[src/rtl/pwm_pkg.sv]
// Shared types and helpers for the multichannel PWM block.
package pwm_pkg;

  typedef enum logic {
    MODE_EDGE   = 1'b0,
    MODE_CENTER = 1'b1
  } pwm_mode_e;

  typedef enum logic {
    DIR_UP   = 1'b0,
    DIR_DOWN = 1'b1
  } pwm_dir_e;

  function automatic int unsigned pwm_max(input int unsigned width);
    return (32'd1 << width) - 32'd1;
  endfunction

endpackage

[src/rtl/pwm_prescaler.sv]
// Clock prescaler: one-cycle tick every reload_i+1 enabled clocks.
module pwm_prescaler #(
  parameter int unsigned PRESCALE_W = 8
) (
  input  logic                  clk,
  input  logic                  reset,
  input  logic                  en_i,
  input  logic [PRESCALE_W-1:0] reload_i,
  output logic                  tick_o
);

  logic [PRESCALE_W-1:0] cnt_q;

  assign tick_o = en_i && (cnt_q == reload_i);

  always_ff @(posedge clk or negedge reset) begin
    if (!reset) begin
      cnt_q <= '0;
    end else if (!en_i || tick_o) begin
      cnt_q <= '0;
    end else begin
      cnt_q <= cnt_q + 1'b1;
    end
  end

endmodule

[src/rtl/pwm_multichannel.sv]
// N-channel PWM with double-buffered duty words, prescaler and edge/center alignment.
module pwm_multichannel
  import pwm_pkg::*;
#(
  parameter int unsigned CHANNELS   = 3,
  parameter int unsigned WIDTH      = 8,
  parameter int unsigned PRESCALE_W = 8
) (
  input  logic                      clk,
  input  logic                      reset,
  input  logic                      en_i,
  input  logic                      mode_i,
  input  logic [PRESCALE_W-1:0]     prescale_i,
  input  logic [CHANNELS*WIDTH-1:0] duty_i,
  input  logic                      duty_load_i,
  input  logic [CHANNELS-1:0]       inv_i,
  output logic [CHANNELS-1:0]       pwm_o,
  output logic                      period_o
);

  localparam logic [WIDTH-1:0] MAX    = WIDTH'(pwm_max(WIDTH));
  localparam logic [WIDTH-1:0] MAX_M1 = MAX - WIDTH'(1);
  localparam logic [WIDTH-1:0] ONE    = WIDTH'(1);

  logic [WIDTH-1:0]          cnt_q, cnt_d;
  pwm_dir_e                  dir_q, dir_d;
  pwm_mode_e                 mode_q;
  logic [PRESCALE_W-1:0]     ps_q;
  logic [CHANNELS*WIDTH-1:0] shadow_q, active_q;
  logic                      pending_q;
  logic                      tick, wrap, commit;
  logic [CHANNELS-1:0]       lvl;

  pwm_prescaler #(.PRESCALE_W(PRESCALE_W)) u_prescaler (
    .clk      (clk),
    .reset    (reset),
    .en_i     (en_i),
    .reload_i (ps_q),
    .tick_o   (tick)
  );

  always_ff @(posedge clk or negedge reset) begin
    if (!reset) begin
      cnt_q <= '0;
      dir_q <= DIR_UP;
    end else begin
      cnt_q <= cnt_d;
      dir_q <= dir_d;
    end
  end

  // Center mode turns at MAX-1 -> MAX so the down leg covers MAX..1 and the period is 2*MAX.
  always_comb begin
    cnt_d = cnt_q;
    dir_d = dir_q;
    wrap  = 1'b0;
    if (!en_i) begin
      cnt_d = '0;
      dir_d = DIR_UP;
    end else if (tick) begin
      unique case (dir_q)
        DIR_UP: begin
          if (cnt_q == MAX_M1) begin
            if (mode_q == MODE_CENTER) begin
              cnt_d = MAX;
              dir_d = DIR_DOWN;
            end else begin
              cnt_d = '0;
              wrap  = 1'b1;
            end
          end else begin
            cnt_d = cnt_q + ONE;
          end
        end
        DIR_DOWN: begin
          if (cnt_q == ONE) begin
            cnt_d = '0;
            dir_d = DIR_UP;
            wrap  = 1'b1;
          end else begin
            cnt_d = cnt_q - ONE;
          end
        end
      endcase
    end
  end

  // While disabled every clock is a commit, so pending settings land immediately.
  assign commit = !en_i || wrap;

  always_ff @(posedge clk or negedge reset) begin
    if (!reset) begin
      shadow_q  <= '0;
      active_q  <= '0;
      pending_q <= 1'b0;
      ps_q      <= '0;
      mode_q    <= MODE_EDGE;
      period_o  <= 1'b0;
    end else begin
      if (duty_load_i) begin
        shadow_q  <= duty_i;
        pending_q <= 1'b1;
      end else if (commit) begin
        pending_q <= 1'b0;
      end
      if (commit) begin
        if (pending_q) begin
          active_q <= shadow_q;
        end
        ps_q   <= prescale_i;
        mode_q <= pwm_mode_e'(mode_i);
      end
      period_o <= wrap;
    end
  end

  for (genvar k = 0; k < CHANNELS; k++) begin : g_ch
    logic [WIDTH-1:0] duty_k;
    assign duty_k = active_q[k*WIDTH +: WIDTH];
    assign lvl[k] = (dir_q == DIR_DOWN) ? (cnt_q <= duty_k) : (cnt_q < duty_k);
  end

  always_ff @(posedge clk or negedge reset) begin
    if (!reset) begin
      pwm_o <= '0;
    end else if (!en_i) begin
      pwm_o <= inv_i;
    end else begin
      pwm_o <= lvl ^ inv_i;
    end
  end

endmodule
[config.mk]
export PLATFORM = sky130hd
export DESIGN_NAME = pwm_multichannel
export DESIGN_NICKNAME = d
export VERILOG_FILES = /design/src/rtl/pwm_pkg.sv /design/src/rtl/pwm_prescaler.sv /design/src/rtl/pwm_multichannel.sv
export SDC_FILE = /design/constraint.sdc
export NUM_CORES = 1
export LEC_CHECK = 0
export ABC_AREA = 1
export BUFFER_PORTS_ARGS = -buffer_cell sky130_fd_sc_hd__buf_2
export CORE_MARGIN = 5
export CORE_UTILIZATION = 64
export CTS_CLUSTER_DIAMETER = 120
export CTS_CLUSTER_SIZE = 24
export DETAILED_ROUTE_END_ITERATION = 16
export GPL_TIMING_DRIVEN = 0
export PLACE_DENSITY = 0.94
export SYNTH_ARGS = -nofsm -noshare
export SYNTH_HDL_FRONTEND = slang
export SYNTH_SLANG_ARGS = --single-unit
[constraint.sdc]
create_clock -name clk -period 3.21 [get_ports clk]
set_input_delay 0.321 -clock clk [delete_from_list [all_inputs] [get_ports clk]]
set_output_delay 0.321 -clock clk [all_outputs]
set_load 0.05 [all_outputs]
==> Word-level counts from Yosys, hierarchy flattened <==
Cells that the tools add are included.
Widths: inputs -> output; s select.
{ "classes": {"n_addsub": 3, "multipliers": 0, "div": 0, "order_cmp": 6, "eq_ne": 4, "n_shift": 0, "muxes": 25, "bitwise": 2, "n_reduce_logical": 6} }
{ "op_table": {"columns": ["cell", "n"], "rows": [
  ["$mux 8", 6],
  ["$le 8x8->1", 3],
  ["$lt 8x8->1", 3],
  ["$add 8x1->8 const B", 2],
  ["$pmux 8 s2", 1],
  ["$mux 1", 15],
  ["$eq 8x1->1 const B", 1],
  ["$eq 8x8->1", 1],
  ["$eq 8x8->1 const B", 1],
  ["$sub 8x1->8 const B", 1],
  ["$pmux 1 s2", 2],
  ["$mux 3", 1],
  ["$xor 3x3->3", 1],
  ["$logic_or 1x1->1", 2],
  ["$ne 2x1->1 const B", 1],
  ["$reduce_and 2->1", 1],
  ["$reduce_bool 2->1", 1],
  ["$logic_and 1x1->1", 1],
  ["$logic_not 1->1", 1],
  ["$not 1->1", 1]
]} }
{ "totals": {"register_bits": 79, "latchBits": 0, "mem_bits_rw": 0, "mem_bits_ro": 0, "inputBits": 40, "output_inout_bits": 4, "elab_cells": 56, "memories": 0} }

==> Longest topological paths before layout <==
{ "depth": {"ltp_word": 8, "ltp_mapped": 12, "ltp_nobuf": 12} }

==> Cells and area by module <==
A second synthesis with hierarchy kept.
{ "hier_totals": {"hier_cells": 580, "area_unflattened_um2": 4388.0} }
{ "by_module_without_submodules": {"columns": ["mod", "n_inst", "cells_each", "area_each_um2", "seq_area_each_um2"], "rows": [
  ["pwm_multichannel", 1, 509, 3873.7, 1776.7],
  ["pwm_prescaler", 1, 71, 514.2, 200.2]
]} }

==> Worst setup path before layout <==
OpenSTA, ideal clock, no wires.
{ "synth_path": {"path_kind": "reg-to-reg", "startpoint": "reg cnt_q[0]", "endpoint": "reg active_q[16]", "setup_ns": 0.116, "arrival_ns": 1.673, "t_required_ns": 3.094, "slack_ns": 1.420, "path_stages_with_launch": 13, "path_buffers": 1, "period_less_slack_ns": 1.790, "cell_sequence": "dfrtp_1 > inv_1 > ha_1 > inv_1 > nor2_2 > nand3_1 > nand2_1 > nand2_1 > o21bai_4 > nand2_4 > buf_6 > nand2_1 > nand2_1"} }
{ "synth_via": {"elab_chain_len": 7, "word_cells_on_any_way": 9, "classes_between": "eq/ne (2); mux (5); reduce/logical (2)"} }
{ "synth_rtl": {"columns": ["element", "line_no", "text"], "rows": [
  ["start, declared", "pwm_multichannel.sv:25", "logic [WIDTH-1:0] cnt_q, cnt_d;"],
  ["start signal, assigned", "pwm_multichannel.sv:47", "cnt_q <= cnt_d;"],
  ["$eq 8x1->1 / $eq 8x8->1 (equally long branches)", "pwm_multichannel.sv:76, pwm_multichannel.sv:63", null],
  ["$mux 1 (on tied branches)", "pwm_multichannel.sv:76, pwm_multichannel.sv:63", null],
  ["$pmux 1 s2 *", "pwm_multichannel.sv:61", "unique case (dir_q)"],
  ["$mux 1 *", "pwm_multichannel.sv:60", "end else if (tick) begin"],
  ["$mux 1 *", "pwm_multichannel.sv:57", "if (!en_i) begin"],
  ["$logic_or 1x1->1 *", "pwm_multichannel.sv:89", "assign commit = !en_i || wrap;"],
  ["$reduce_and 2->1 (no source line) *", null, null],
  ["end signal, assigned", "pwm_multichannel.sv:108", "active_q <= shadow_q;"],
  ["end, declared", "pwm_multichannel.sv:29", "logic [CHANNELS*WIDTH-1:0] shadow_q, active_q;"]
]} }
Mark *: on every way between the ends. The rest lies on a longest branch, timed or not.
A chain may end at the register's enable or synchronous reset.

==> Worst setup path after layout <==
Same ends and word-level chain as after synthesis.

==> reports/metrics.cfg <==
[drt]
drt_iter0_markers = 263
antenna_left = 0
firstDrtPassIters = 4
vias_per_cell = 5.485
drc = 0
wl_um = 10050
wl_per_cell_um = 14.16
num_vias = 3894

[timing]
rsz0062_at_grt = no
drv_slew = 0
layout_min_cycle_time_ns = 2.258
relSlewSlack = 0.6538
hold_violations = 0
setup_violations = 0
period_share = 0.7035
tightestPinTransition_ns = 0.5192
fmax_mhz = 442.8
setup_tns_ns = 0
finClkSkew_ns = 0.009287

[final_layout]
fin_cells = 710
areaGrowthSynthToFinish_pct = 13.56
final_cell_mix = 220 x nand2_1, 79 x dfrtp_1, 63 x inv_1
num-nets-final = 694
diodes = 0
postLayoutCellArea_um2 = 4936
seq_area_um2 = 1977
drive_above_1_share = 0.1238
fillCellCount = 491
final_common_cell = nand2_1
multi_input_comb_area_um2 = 1992

[global_route]
met1_usage = 0.3111
grt.total_usage = 0.2528
first_global_vias = 3855
gr-max-usage-layer = met2
grt-ovfl-total = 0
grt_use_met2 = 0.4411
grt_pass1_wl_um = 17290
grt_max_degree = 78
antenna_found_initial = 0
use_met3 = 0.03493

[yosys]
syn_inst = 571
synth_cell_types = 28
netlist_top_cells_area = dfrtp_1 45%, nand2_1 19%, ha_1 8.3%
synth_edf_count = 0
netlist_area_um2 = 4347
synth-seq-area-share = 0.4548
synth_ff_type = dfrtp_1
ys_warn_count = 0
yosysTopAreaCell = dfrtp_1
ys_ff_latch = 79
syn_avg_cell_area_um2 = 7.612
synth_top_area_frac = 0.4548
syn_nets = 640
async_flop_share = 1.000

[min_path]
worstHoldEndpoint = shadow_q[11]
holdPathStages = 3
hp-start = duty_i[11]
hold_class = in -> reg

[placement]
place_congestion = 0.9139
dpl_cell_area_um2 = 4682
portBuffers = 41
dp_cells = 693
dp_hpwl_um = 7051

[worst_setup_path]
crit_type = reg -> reg
critPathMaxStageDelay_ns = 0.45
crit_family = simple AND/OR/NAND/NOR gates
start_kind = register
endpoint_kind = register
r2r_end = active_q[16]
reg2reg_from = cnt_q[0]
r2r_cells = 12
required_ns = 3.46
path_depth = 12
crit_slowest_cell = dfrtp_1
worstPathCellList = inv_1 -> ha_1 -> inv_1 -> nor2_2 -> nand3_1 -> nand2_1 -> nand2_1 -> o21bai_4 -> nand2_4 -> buf_6 -> nand2_1 -> nand2_1
crit_top_cell = nand2_1
timing.reg2reg.setup_slack_ns = 0.95
critPathBufInv = 3
arrival_ns = 2.51
path_max_fanout = 10

[floorplanning]
initial_core_util = 0.6469
rows = 30
die_area_um2 = 8540
die_w_um = 92.41
core-area_um2 = 6719
io_pins = 44
die_h_um = 92.41

[cts]
clk_pin_slew_ns = 0.09
h-tree-depth = 3
tritoncts = yes
ctsLongestPathBuffers = 2
clkLatencyLatePin_ns = 0.37
cts_sinks = 79
numCtsBuffers = 9
root_buffer = clkbuf_8

[run_status]
outcome = finished, final reports clean

[power_and_ir_drop]
leakage_nw = 2.724
ir_drop_v = 0.0003574
power_density_nw_per_um2 = 481.8

[run]
cap_violations = 0

-- cells in the mapped netlist (2+ instances only) --
library cell and count:
nand2_1 220, dfrtp_1 79, inv_1 63, nand3_1 50
nor2_1 35, ha_1 29, o21ai_0 26, a21oi_1 20
buf_4 8, clkbuf_1 8, nor3_1 5, xnor2_1 4
buf_6 3, nand4_1 3, nor2_2 3, buf_2 2
xor2_1 2
-- routing by layer --
| metal | up-vias | share of wire | wire length, µm |
|---|---|---|---|
| li1 | 1894 | - | - |
| met1 | 1823 | 0.41 | 4097 |
| met2 | 144 | 0.50 | 5068 |
| met3 | 33 | 0.058 | 579 |
| met4 | 0 | 0.031 | 308 |
| met5 | - | 0 | 0 |
-- layout make-up --
cell class | count | area share
repair buffers | 43 | 0.04968
plain buffers | 22 | 0.02788
flip-flops and latches | 79 | 0.4005
clock inverters | 7 | 0.02433
well taps | 80 | 0.02028
multi-input cells | 406 | 0.4035
inverters | 64 | 0.04867
clock buffers | 9 | 0.02510
-- worst min-delay path: cells and delay by family --
kind | cells | cell delay [ns]
buffers and inverters | 1 | 0.07
and+or+nand+nor | 2 | 0.09
-- worst max-delay path by stage --
stage                    to  slack, ns  startpoint
3_5_place_dp    active_q[6]       1.03    cnt_q[0]
2_1_floorplan  active_q[16]       1.42    cnt_q[0]
6_report       active_q[16]       0.95    cnt_q[0]
5_1_grt        active_q[16]       0.84    cnt_q[0]
4_1_cts        active_q[16]       0.96    cnt_q[0]
3_3_place_gp    active_q[3]       1.05    cnt_q[0]
-- through the flow --
stage               setup slack, ns  total power [mW]  hold WS, ns    util
global placement              1.047             1.451       0.4558  0.6924
finish                       0.9518             2.378       0.1465  0.7346
global route                 0.8363             2.486       0.1506  0.7346
floorplan                     1.420             1.363      0.02541       -
detailed placement            1.028             1.483       0.1257  0.6968
CTS                          0.9558             2.383       0.1462  0.7346
-- flip-flops by register name, indices dropped and copies added, names as in the netlist, 3 cells and up --
register and cells:
shadow_q 24, u_prescaler.cnt_q 8, pwm_o 3, ps_q 8, active_q 24, cnt_q 8
-- cell families (layout without fill, tap and decap cells) --
logic type	after synthesis	in the layout	synth area share
fa+ha+maj	29	29	0.08348
flops	79	79	0.4548
buf+inv	86	145	0.08693
xor+xnor	6	6	0.01209
compound gates	52	52	0.06477
simple gates	319	319	0.2979
-- report_power, final --
part           internal [mW]  total [mW]  switching (mW)
clock                  0.519       0.902           0.383
combinational          0.124       0.336           0.212
sequential              1.08        1.14          0.0559
total                   1.73        2.38           0.651
-- what timing repair did --
action	4_1_cts	5_1_grt
endpoints found under the hold margin	2	0
resized for setup	0	0
setup buffers	0	0
hold buffers	1	0
No activity file was read; power rests on OpenSTA's default activity.
